<file path="config.mk">
export PLATFORM = sky130hd
export DESIGN_NAME = sha2_kw_sched
export DESIGN_NICKNAME = d
export VERILOG_FILES = /design/src/rtl/sha2_pkg.sv /design/src/rtl/sha2_k_rom.sv /design/src/rtl/sha2_kw_sched.sv
export SDC_FILE = /design/constraint.sdc
export NUM_CORES = 1
export LEC_CHECK = 0
export BUFFER_PORTS_ARGS = -buffer_cell sky130_fd_sc_hd__buf_2
export CORE_ASPECT_RATIO = 1.5
export CORE_UTILIZATION = 50
export DETAILED_ROUTE_END_ITERATION = 10
export PLACE_DENSITY_LB_ADDON = 0.12
export SLEW_MARGIN = 20
export SYNTH_ARGS = -nofsm -noshare
export SYNTH_HDL_FRONTEND = slang
export SYNTH_HIERARCHICAL = 1
export SYNTH_SLANG_ARGS = --single-unit
</file>
<file path="constraint.sdc">
create_clock -name clk -period 12.6 [get_ports clk]
set_input_delay 3.15 -clock clk [delete_from_list [all_inputs] [get_ports clk]]
set_output_delay 3.15 -clock clk [all_outputs]
set_load 0.01 [all_outputs]
</file>
<file path="src/rtl/sha2_pkg.sv">
// Shared SHA-2 constants: round counts, K tables for both word widths, the
// message-schedule sigma functions and the scheduler FSM state type.
package sha2_pkg;

  localparam int ROUNDS32 = 64;
  localparam int ROUNDS64 = 80;

  typedef enum logic {IDLE, RUN} state_t;

  localparam logic [31:0] K32 [64] = '{
    32'h428a2f98, 32'h71374491, 32'hb5c0fbcf, 32'he9b5dba5, 32'h3956c25b, 32'h59f111f1, 32'h923f82a4, 32'hab1c5ed5,
    32'hd807aa98, 32'h12835b01, 32'h243185be, 32'h550c7dc3, 32'h72be5d74, 32'h80deb1fe, 32'h9bdc06a7, 32'hc19bf174,
    32'he49b69c1, 32'hefbe4786, 32'h0fc19dc6, 32'h240ca1cc, 32'h2de92c6f, 32'h4a7484aa, 32'h5cb0a9dc, 32'h76f988da,
    32'h983e5152, 32'ha831c66d, 32'hb00327c8, 32'hbf597fc7, 32'hc6e00bf3, 32'hd5a79147, 32'h06ca6351, 32'h14292967,
    32'h27b70a85, 32'h2e1b2138, 32'h4d2c6dfc, 32'h53380d13, 32'h650a7354, 32'h766a0abb, 32'h81c2c92e, 32'h92722c85,
    32'ha2bfe8a1, 32'ha81a664b, 32'hc24b8b70, 32'hc76c51a3, 32'hd192e819, 32'hd6990624, 32'hf40e3585, 32'h106aa070,
    32'h19a4c116, 32'h1e376c08, 32'h2748774c, 32'h34b0bcb5, 32'h391c0cb3, 32'h4ed8aa4a, 32'h5b9cca4f, 32'h682e6ff3,
    32'h748f82ee, 32'h78a5636f, 32'h84c87814, 32'h8cc70208, 32'h90befffa, 32'ha4506ceb, 32'hbef9a3f7, 32'hc67178f2
  };

  localparam logic [63:0] K64 [80] = '{
    64'h428a2f98d728ae22, 64'h7137449123ef65cd, 64'hb5c0fbcfec4d3b2f, 64'he9b5dba58189dbbc,
    64'h3956c25bf348b538, 64'h59f111f1b605d019, 64'h923f82a4af194f9b, 64'hab1c5ed5da6d8118,
    64'hd807aa98a3030242, 64'h12835b0145706fbe, 64'h243185be4ee4b28c, 64'h550c7dc3d5ffb4e2,
    64'h72be5d74f27b896f, 64'h80deb1fe3b1696b1, 64'h9bdc06a725c71235, 64'hc19bf174cf692694,
    64'he49b69c19ef14ad2, 64'hefbe4786384f25e3, 64'h0fc19dc68b8cd5b5, 64'h240ca1cc77ac9c65,
    64'h2de92c6f592b0275, 64'h4a7484aa6ea6e483, 64'h5cb0a9dcbd41fbd4, 64'h76f988da831153b5,
    64'h983e5152ee66dfab, 64'ha831c66d2db43210, 64'hb00327c898fb213f, 64'hbf597fc7beef0ee4,
    64'hc6e00bf33da88fc2, 64'hd5a79147930aa725, 64'h06ca6351e003826f, 64'h142929670a0e6e70,
    64'h27b70a8546d22ffc, 64'h2e1b21385c26c926, 64'h4d2c6dfc5ac42aed, 64'h53380d139d95b3df,
    64'h650a73548baf63de, 64'h766a0abb3c77b2a8, 64'h81c2c92e47edaee6, 64'h92722c851482353b,
    64'ha2bfe8a14cf10364, 64'ha81a664bbc423001, 64'hc24b8b70d0f89791, 64'hc76c51a30654be30,
    64'hd192e819d6ef5218, 64'hd69906245565a910, 64'hf40e35855771202a, 64'h106aa07032bbd1b8,
    64'h19a4c116b8d2d0c8, 64'h1e376c085141ab53, 64'h2748774cdf8eeb99, 64'h34b0bcb5e19b48a8,
    64'h391c0cb3c5c95a63, 64'h4ed8aa4ae3418acb, 64'h5b9cca4f7763e373, 64'h682e6ff3d6b2b8a3,
    64'h748f82ee5defb2fc, 64'h78a5636f43172f60, 64'h84c87814a1f0ab72, 64'h8cc702081a6439ec,
    64'h90befffa23631e28, 64'ha4506cebde82bde9, 64'hbef9a3f7b2c67915, 64'hc67178f2e372532b,
    64'hca273eceea26619c, 64'hd186b8c721c0c207, 64'heada7dd6cde0eb1e, 64'hf57d4f7fee6ed178,
    64'h06f067aa72176fba, 64'h0a637dc5a2c898a6, 64'h113f9804bef90dae, 64'h1b710b35131c471b,
    64'h28db77f523047d84, 64'h32caab7b40c72493, 64'h3c9ebe0a15c9bebc, 64'h431d67c49c100d4c,
    64'h4cc5d4becb3e42b6, 64'h597f299cfc657e2a, 64'h5fcb6fab3ad6faec, 64'h6c44198c4a475817
  };

  function automatic logic [31:0] sig0_32(input logic [31:0] x);
    return {x[6:0], x[31:7]} ^ {x[17:0], x[31:18]} ^ (x >> 3);
  endfunction

  function automatic logic [31:0] sig1_32(input logic [31:0] x);
    return {x[16:0], x[31:17]} ^ {x[18:0], x[31:19]} ^ (x >> 10);
  endfunction

  function automatic logic [63:0] sig0_64(input logic [63:0] x);
    return {x[0], x[63:1]} ^ {x[7:0], x[63:8]} ^ (x >> 7);
  endfunction

  function automatic logic [63:0] sig1_64(input logic [63:0] x);
    return {x[18:0], x[63:19]} ^ {x[60:0], x[63:61]} ^ (x >> 6);
  endfunction

endpackage

</file>
<file path="src/rtl/sha2_k_rom.sv">
// SHA-2 round-constant ROM with registered output; loads only when en is high
// so the presented constant holds while the consumer stalls.
module sha2_k_rom
  import sha2_pkg::*;
#(
  parameter int WORD_W = 32
) (
  input  logic              clk,
  input  logic              reset,
  input  logic              en,
  input  logic [6:0]        addr,
  output logic [WORD_W-1:0] data
);

  logic [WORD_W-1:0] rd;

  generate
    if (WORD_W == 32) begin : g_k32
      assign rd = addr[6] ? '0 : K32[addr[5:0]];
    end else begin : g_k64
      assign rd = (addr < 7'd80) ? K64[addr] : '0;
    end
  endgenerate

  always_ff @(posedge clk) begin
    if (reset)   data <= '0;
    else if (en) data <= rd;
  end

endmodule

</file>
<file path="src/rtl/sha2_kw_sched.sv">
// SHA-2 message scheduler: streams (t, K_t, W_t) for one block with a
// valid/ready handshake. Macro SHA2_KW_SCHED_PRESUM_EN adds out_kw = K_t + W_t.
module sha2_kw_sched
  import sha2_pkg::*;
#(
  parameter int WORD_W = 32
) (
  input  logic                 clk,
  input  logic                 reset,
  input  logic                 start,
  input  logic [16*WORD_W-1:0] blk_in,
  output logic                 busy,
  output logic                 out_valid,
  input  logic                 out_ready,
  output logic [6:0]           out_round,
  output logic [WORD_W-1:0]    out_k,
  output logic [WORD_W-1:0]    out_w,
`ifdef SHA2_KW_SCHED_PRESUM_EN
  output logic [WORD_W-1:0]    out_kw,
`endif
  output logic                 out_last,
  output logic                 done
);

  localparam int ROUNDS = (WORD_W == 64) ? ROUNDS64 : ROUNDS32;

  generate
    if (WORD_W != 32 && WORD_W != 64) begin : g_bad_width
      $fatal(1, "sha2_kw_sched: WORD_W must be 32 or 64");
    end
  endgenerate

  state_t            state_q, state_d;
  logic [WORD_W-1:0] win [16];
  logic [WORD_W-1:0] s0, s1, w_new;
  logic              xfer, start_acc, last_round, rom_en;
  logic [6:0]        rom_addr;

  assign busy       = (state_q == RUN);
  assign out_valid  = busy;
  assign xfer       = out_valid & out_ready;
  assign start_acc  = (state_q == IDLE) & start;
  assign last_round = (out_round == 7'(ROUNDS - 1));
  assign out_last   = out_valid & last_round;
  assign out_w      = win[0];

  // win[k] holds W_{t+k}; the word entering at the top is W_{t+16}
  generate
    if (WORD_W == 32) begin : g_sig32
      assign s0 = sig0_32(win[1]);
      assign s1 = sig1_32(win[14]);
    end else begin : g_sig64
      assign s0 = sig0_64(win[1]);
      assign s1 = sig1_64(win[14]);
    end
  endgenerate

  assign w_new = s1 + win[9] + s0 + win[0];

  // ROM is addressed one round ahead so K_t lands with W_t
  assign rom_en   = start_acc | (xfer & ~last_round);
  assign rom_addr = start_acc ? 7'd0 : out_round + 7'd1;

  sha2_k_rom #(.WORD_W(WORD_W)) u_k_rom (
    .clk   (clk),
    .reset (reset),
    .en    (rom_en),
    .addr  (rom_addr),
    .data  (out_k)
  );

`ifdef SHA2_KW_SCHED_PRESUM_EN
  assign out_kw = out_k + out_w;
`endif

  always_comb begin
    state_d = state_q;
    case (state_q)
      IDLE:    if (start) state_d = RUN;
      RUN:     if (xfer && last_round) state_d = IDLE;
      default: state_d = IDLE;
    endcase
  end

  always_ff @(posedge clk) begin
    if (reset) begin
      state_q   <= IDLE;
      done      <= 1'b0;
      out_round <= '0;
      for (int i = 0; i < 16; i++) win[i] <= '0;
    end else begin
      state_q <= state_d;
      done    <= xfer & last_round;
      if (start_acc) begin
        out_round <= '0;
        for (int i = 0; i < 16; i++) win[i] <= blk_in[(15-i)*WORD_W +: WORD_W];
      end else if (xfer) begin
        if (!last_round) out_round <= out_round + 7'd1;
        for (int i = 0; i < 15; i++) win[i] <= win[i+1];
        win[15] <= w_new;
      end
    end
  end

endmodule

</file>
==> metrics.cfg, run 1 <==
[outcome]
status = complete, no violations

[clocking]
clkTransAtPathRegs_ns = 0.06
cts_tree = done
cts_sinks = 553
cts_buffers = 52
cts_max_level = 2
clk_latency_ns = 0.63
clk_path_buf_depth = 3
cts_hold_buf = 0
post_cts_buffers = 0
cts_resized = 0
cts_root_buf = clkbuf_16

[worst_setup_path]
start_kind = primary input
cp.arrival_ns = 6.63
slowest_stage = nor2b_1
regToRegSetupSlack_ns = 7.49
path_max_fanout = 22
r2r_cells = 17
cp-end-kind = flip-flop
r2r_start = win[0][36]$_SDFFCE_PN0P_
reg2reg_to = win[0][511]$_DFFE_PP_
crit_type = in -> reg
critPathRequiredTime_ns = 13.10
crit_chain = buf_2 > nor2b_1 > nor2_2 > buf_4 > inv_1 > ha_1 > and2b_1 > nor3_1 > a21oi_1 > o22ai_1 > a221o_1
cpPeakStageDelay_ns = 0.74

[global_routing]
grt_first_pass_wirelength_mm = 170
grt_max_degree = 199
antenna_found_initial = 23
grt_use_total = 0.374
grt_pass1_vias = 25963
grt_overflow = 0

[floorplan]
start_util = 0.507
die_area_mm2 = 0.0633
core-area_mm2 = 0.0614
dieHeight_um = 308
io_pins = 591
die_w_um = 206
rows = 111

[synth]
ys_ff_latch = 553
synth_top_area_share = 0.494
ys.flop_type = edfxtp_1
ys.warnings.count = 6
synth-seq-area-share = 0.520
async_flop_share = 0
synth_cell_types = 82
synth_area_leaders = edfxtp_1 49%, nand2_1 11%, a21oi_1 7.6%, fa_1 4.0%, xnor2_1 3.4%
synth_top_area_cell = edfxtp_1
syn-cell-area_mm2 = 0.0311
syn_inst = 3264
synth_nets = 3894
avgSynthCellArea_um2 = 9.54
synth_edf_count = 512

[power]
report.power.total_w = 0.00610
p_leak_nw = 15.3
p_int_w = 0.00385
seq_power_share = 0.384
ir_drop_mv = 0.113
switching_power_w = 0.00225
clkPwrFrac = 0.256
power.density_mw_per_mm2 = 170
sw_frac_of_total = 0.369
power_frac_comb = 0.360

[hold_path]
holdPathStages = 1
hold_path.class = reg -> reg
hold_end = u_k_rom/data[7]$_SDFFE_PP0P_
min_from = u_k_rom/data[7]$_SDFFE_PP0P_

[routing]
remaining_drc_errors = 0
drt-total-wl_mm = 121
drt_iter0_markers = 3096
num_vias = 26864
vias_per_cell = 5.94
drtPass1Iterations = 5
wl_per_cell_um = 26.8
antenna_left = 0

[layout]
final_area_mm2 = 0.0360
nets = 4305
final_cell_mix = 922 x nand2_1, 589 x buf_2, 512 x edfxtp_1
fin_util = 0.586
syn2layout_area_growth_pct = 15.5
final_common_cell = nand2_1
drive_above_1_share = 0.195

[sta]
fin_crit_sh = 0.486
slew_viol_final = 0
fin_setup_tns_ns = 0
worst_pin_slew_ns = 1.13
fmax_mhz = 163
hold_viol_final = 0
maxSlewHeadroom = 0.249
hold_ws_ns = 0.458
rsz0062_at_grt = false
setup_viol_count_final = 0
fin_crit_ns = 6.13
finalClockSkew_ns = 0.0262

[placed_design]
gp_congestion = 0.976
io_buffer_count = 590
place_area_mm2 = 0.0343
dp_hpwl_mm = 89.7

[run]
drv_cap = 0

[metal layers]
layer / vias up / share of wire / track usage / wire length [um]
met5: - / 0.0016 / 0 / 192
met2: 1551 / 0.48 / 0.613 / 57700
met4: 28 / 0.078 / 0.254 / 9490
met1: 12827 / 0.36 / 0.445 / 43100
met3: 326 / 0.088 / 0.0691 / 10600
li1: 12132 / - / - / -
[cell type report]
type	count	area [um^2]
timing repair buffer	619	3210
tap	791	990
clock buffer	64	1370
multi-input combinational	2293	13300
inverter	156	586
sequential	553	16200
clock inverter	32	275
fill	5483	25400
antenna	13	32.5
[Yosys cell counts, types with 4 or more instances]
master    instances
o211ai_1         21
nand3_1          35
o21ai_0         107
a31oi_1          19
o311ai_0         16
a221oi_1          4
nand4_1           5
mux2i_1           5
or2_2             5
a21oi_1         472
a32oi_1           5
nor3b_1           4
buf_4            34
xor2_1           30
a221o_1          12
a211o_1           8
o21ai_1           5
and2_1           10
a22o_1           69
ha_1             52
a32o_1            7
a21o_1           22
inv_1           154
nor2_1           85
buf_2            28
nand2b_1         22
buf_1            12
edfxtp_1        512
nor3_1           21
nand2_1         926
nor2b_1          34
fa_1             62
and3_1            9
a311oi_1         10
dfxtp_1          41
xnor2_1         122
a211oi_1         20
clkbuf_1        187
[worst max-delay path: cells and delay by family]
kind                     cells  cell delay (ns)
AND/OR/NAND/NOR              4             1.41
AO/OA/AOI/OAI                3             0.81
buffers and inverters        3             0.71
adder cells (fa/ha/maj)      1             0.54
[how the worst max path moves through the flow]
stage               depth (start not counted)  slack, ns                           end       from
detailed placement                         11       5.95  u_k_rom/data[6]$_SDFFE_PP0P_      start
floorplan                                   5       3.17     win[0][100]$_SDFFCE_PN0P_  out_ready
finish                                     11       6.47  u_k_rom/data[6]$_SDFFE_PP0P_      start
global route                               11       6.31  u_k_rom/data[1]$_SDFFE_PP0P_      start
CTS                                        11       6.62  u_k_rom/data[6]$_SDFFE_PP0P_      start
global placement                           11       5.95  u_k_rom/data[6]$_SDFFE_PP0P_      start
[cell families (layout without fill, tap and decap cells)]
logic type | count (synthesis) | count (layout) | synth area share
AO/OA/AOI/OAI | 842 | 842 | 0.164
XOR/XNOR | 152 | 152 | 0.0427
adder cells (fa/ha/maj) | 114 | 114 | 0.0607
buffers and inverters | 418 | 871 | 0.0558
flip-flops | 553 | 553 | 0.520
multiplexers | 7 | 7 | 0.00269
other | 0 | 13 | 0
AND/OR/NAND/NOR | 1178 | 1178 | 0.154
[power by group through the flow]
stage / Sequential [W] / Combinational [W] / Clock (W)
after floorplan: 0.00234 / 0.00143 / 0
after global placement: 0.00237 / 0.00213 / 0
after detailed placement: 0.00237 / 0.00212 / 0
after CTS: 0.00234 / 0.00215 / 0.00158
after global routing: 0.00235 / 0.00239 / 0.00163
final: 0.00234 / 0.00220 / 0.00156
[state kept, by name, summed over array words and instances (netlist names)]
name	cells
u_k_rom/data	32
done	1
win	512
busy	1
out_round	7
[stage by stage]
stage	cells	worst slack, ns
finish	4521	6.47
global route	4514	6.31
floorplan	3264	3.17
detailed placement	4411	5.95
CTS	4507	6.62
global placement	4411	5.95
(Power assumes the default switching activity.)
==> inputs of run 2 (changes only) <==
clock period = 5.62 ns   (was 12.6 ns; I/O delays follow)
==> metrics.cfg, run 2 (synthesis results as in run 1) <==
[layout]
top_regs = win: 512 flops, u_k_rom/data: 32 flops, out_round: 7 flops
final_common_cell = nand2_1
nets = 4350
final_cell_mix = 922 x nand2_1, 589 x buf_2, 512 x edfxtp_1
largest_reg_flops = 512
regArea_mm2 = 0.0162
final_area_mm2 = 0.0366
fill_cells = 5315
syn2layout_area_growth_pct = 17.7
drive_above_1_share = 0.208
fin_util = 0.597
regMostFlops = win
multi_input_comb_area_mm2 = 0.0133

[placed_design]
dp_hpwl_mm = 97.3
gp_congestion = 1.04
place_area_mm2 = 0.0347
io_buffer_count = 590

[floorplan]
start_util = 0.507
dieHeight_um = 308
core-area_mm2 = 0.0614
die_w_um = 206
die_area_mm2 = 0.0633
rows = 111
io_pins = 591

[worst_setup_path]
crit_buf_inv = 3
slowest_stage = a31oi_1
cpPeakStageDelay_ns = 0.51
cp.arrival_ns = 5.21
start_kind = flip-flop
path_max_fanout = 5
path_delay_family = adder cells
crit_chain = xnor2_1 > xnor2_1 > fa_1 > inv_1 > fa_1 > inv_1 > ha_1 > inv_1 > fa_1 > nor2b_1 > o21ai_1 > o21ai_2 > a311oi_2 > a31oi_1 > a311oi_2 > xnor2_1 > a211oi_2
cp-end-kind = flip-flop
crit_type = reg -> reg
critPathRequiredTime_ns = 5.95

[clocking]
cts_root_buf = clkbuf_16
cts_sinks = 553
cts_tree = done
cts_buffers = 54
cts_max_level = 2
cts_resized = 0
clk_latency_ns = 0.65
clkTransAtPathRegs_ns = 0.07
post_cts_buffers = 0
cts_hold_buf = 0
clk_path_buf_depth = 3

[routing]
drtPass1Iterations = 6
wl_per_cell_um = 27.9
num_vias = 27619
vias_per_cell = 6.04
antenna_left = 0
drt-total-wl_mm = 128
drt_iter0_markers = 3423
remaining_drc_errors = 0

[global_routing]
grt_overflow = 0
grt_pass1_vias = 27127
antenna_found_initial = 20
grt_first_pass_wirelength_mm = 179
grt_use_total = 0.396
grt_max_degree = 180

[outcome]
status = complete, no violations

[power]
clkPwrFrac = 0.278
power_frac_comb = 0.353
switching_power_w = 0.00519
power.density_mw_per_mm2 = 388
p_int_w = 0.00903
sw_frac_of_total = 0.365
p_leak_nw = 15.6
seq_power_share = 0.369
ir_drop_mv = 0.263

[run]
drv_cap = 0

[sta]
fmax_mhz = 205
worst_pin_slew_ns = 0.935
maxSlewHeadroom = 0.377
fin_setup_tns_ns = 0
finalClockSkew_ns = 0.0440
fin_crit_ns = 4.88
hold_viol_final = 0
slew_viol_final = 0
setup_viol_count_final = 0
fin_crit_sh = 0.868
rsz0062_at_grt = false

[hold_path]
hold_path.class = reg -> reg

[run 2: final cells by class]
| type | instances | area share |
|---|---|---|
| Clock inverter | 43 | 0.0143 |
| Timing Repair Buffer | 662 | 0.0990 |
| Antenna cell | 14 | 0.000956 |
| Multi-Input combinational cell | 2293 | 0.364 |
| Inverter | 156 | 0.0160 |
| Tap cell | 791 | 0.0270 |
| Sequential cell | 553 | 0.442 |
| Clock buffer | 57 | 0.0372 |
[run 2: tightest hold or removal path: stages (launching register included)]
cell     delay (ns)
dfxtp_1        0.31
nand2_1        0.05
nand2_1        0.04
[run 2: routing by layer]
metal | routed length [um] | GRT usage | vias up | part of all wire
met4 | 11000 | 0.291 | 20 | 0.086
met5 | 137 | 0 | - | 0.0011
li1 | - | - | 12228 | -
met1 | 44000 | 0.449 | 13320 | 0.34
met3 | 10500 | 0.0756 | 384 | 0.082
met2 | 62100 | 0.662 | 1667 | 0.49
[run 2: metrics by stage]
stage / std cells / total power [W] / hold slack, ns / setup WS (ns)
global route: 4561 / 0.0148 / 0.467 / 0.562
detailed placement: 4455 / 0.0102 / 0.438 / 0.891
finish: 4569 / 0.0142 / 0.446 / 0.740
floorplan: 3264 / 0.00843 / 0.463 / 0.185
CTS: 4555 / 0.0141 / 0.450 / 0.776
global placement: 4455 / 0.0102 / 0.428 / 0.984
[run 2: power groups by stage]
stage | logic (W) | registers, W | clock network (W)
finish | 0.00502 | 0.00526 | 0.00396
CTS | 0.00493 | 0.00524 | 0.00397
global route | 0.00545 | 0.00528 | 0.00410
global placement | 0.00488 | 0.00532 | 0
detailed placement | 0.00487 | 0.00533 | 0
floorplan | 0.00320 | 0.00523 | 0
[run 2: worst paths after layout]
path	from	end	slack, ns	cells past startpoint
setup / recovery	win[0][36]$_SDFFCE_PN0P_	win[0][511]$_DFFE_PP_	0.74	17
hold reg to reg	u_k_rom/data[10]$_SDFFE_PP0P_	u_k_rom/data[10]$_SDFFE_PP0P_	0.45	2
hold / removal	u_k_rom/data[10]$_SDFFE_PP0P_	u_k_rom/data[10]$_SDFFE_PP0P_	0.45	2
setup reg to reg	win[0][36]$_SDFFCE_PN0P_	win[0][511]$_DFFE_PP_	0.74	17
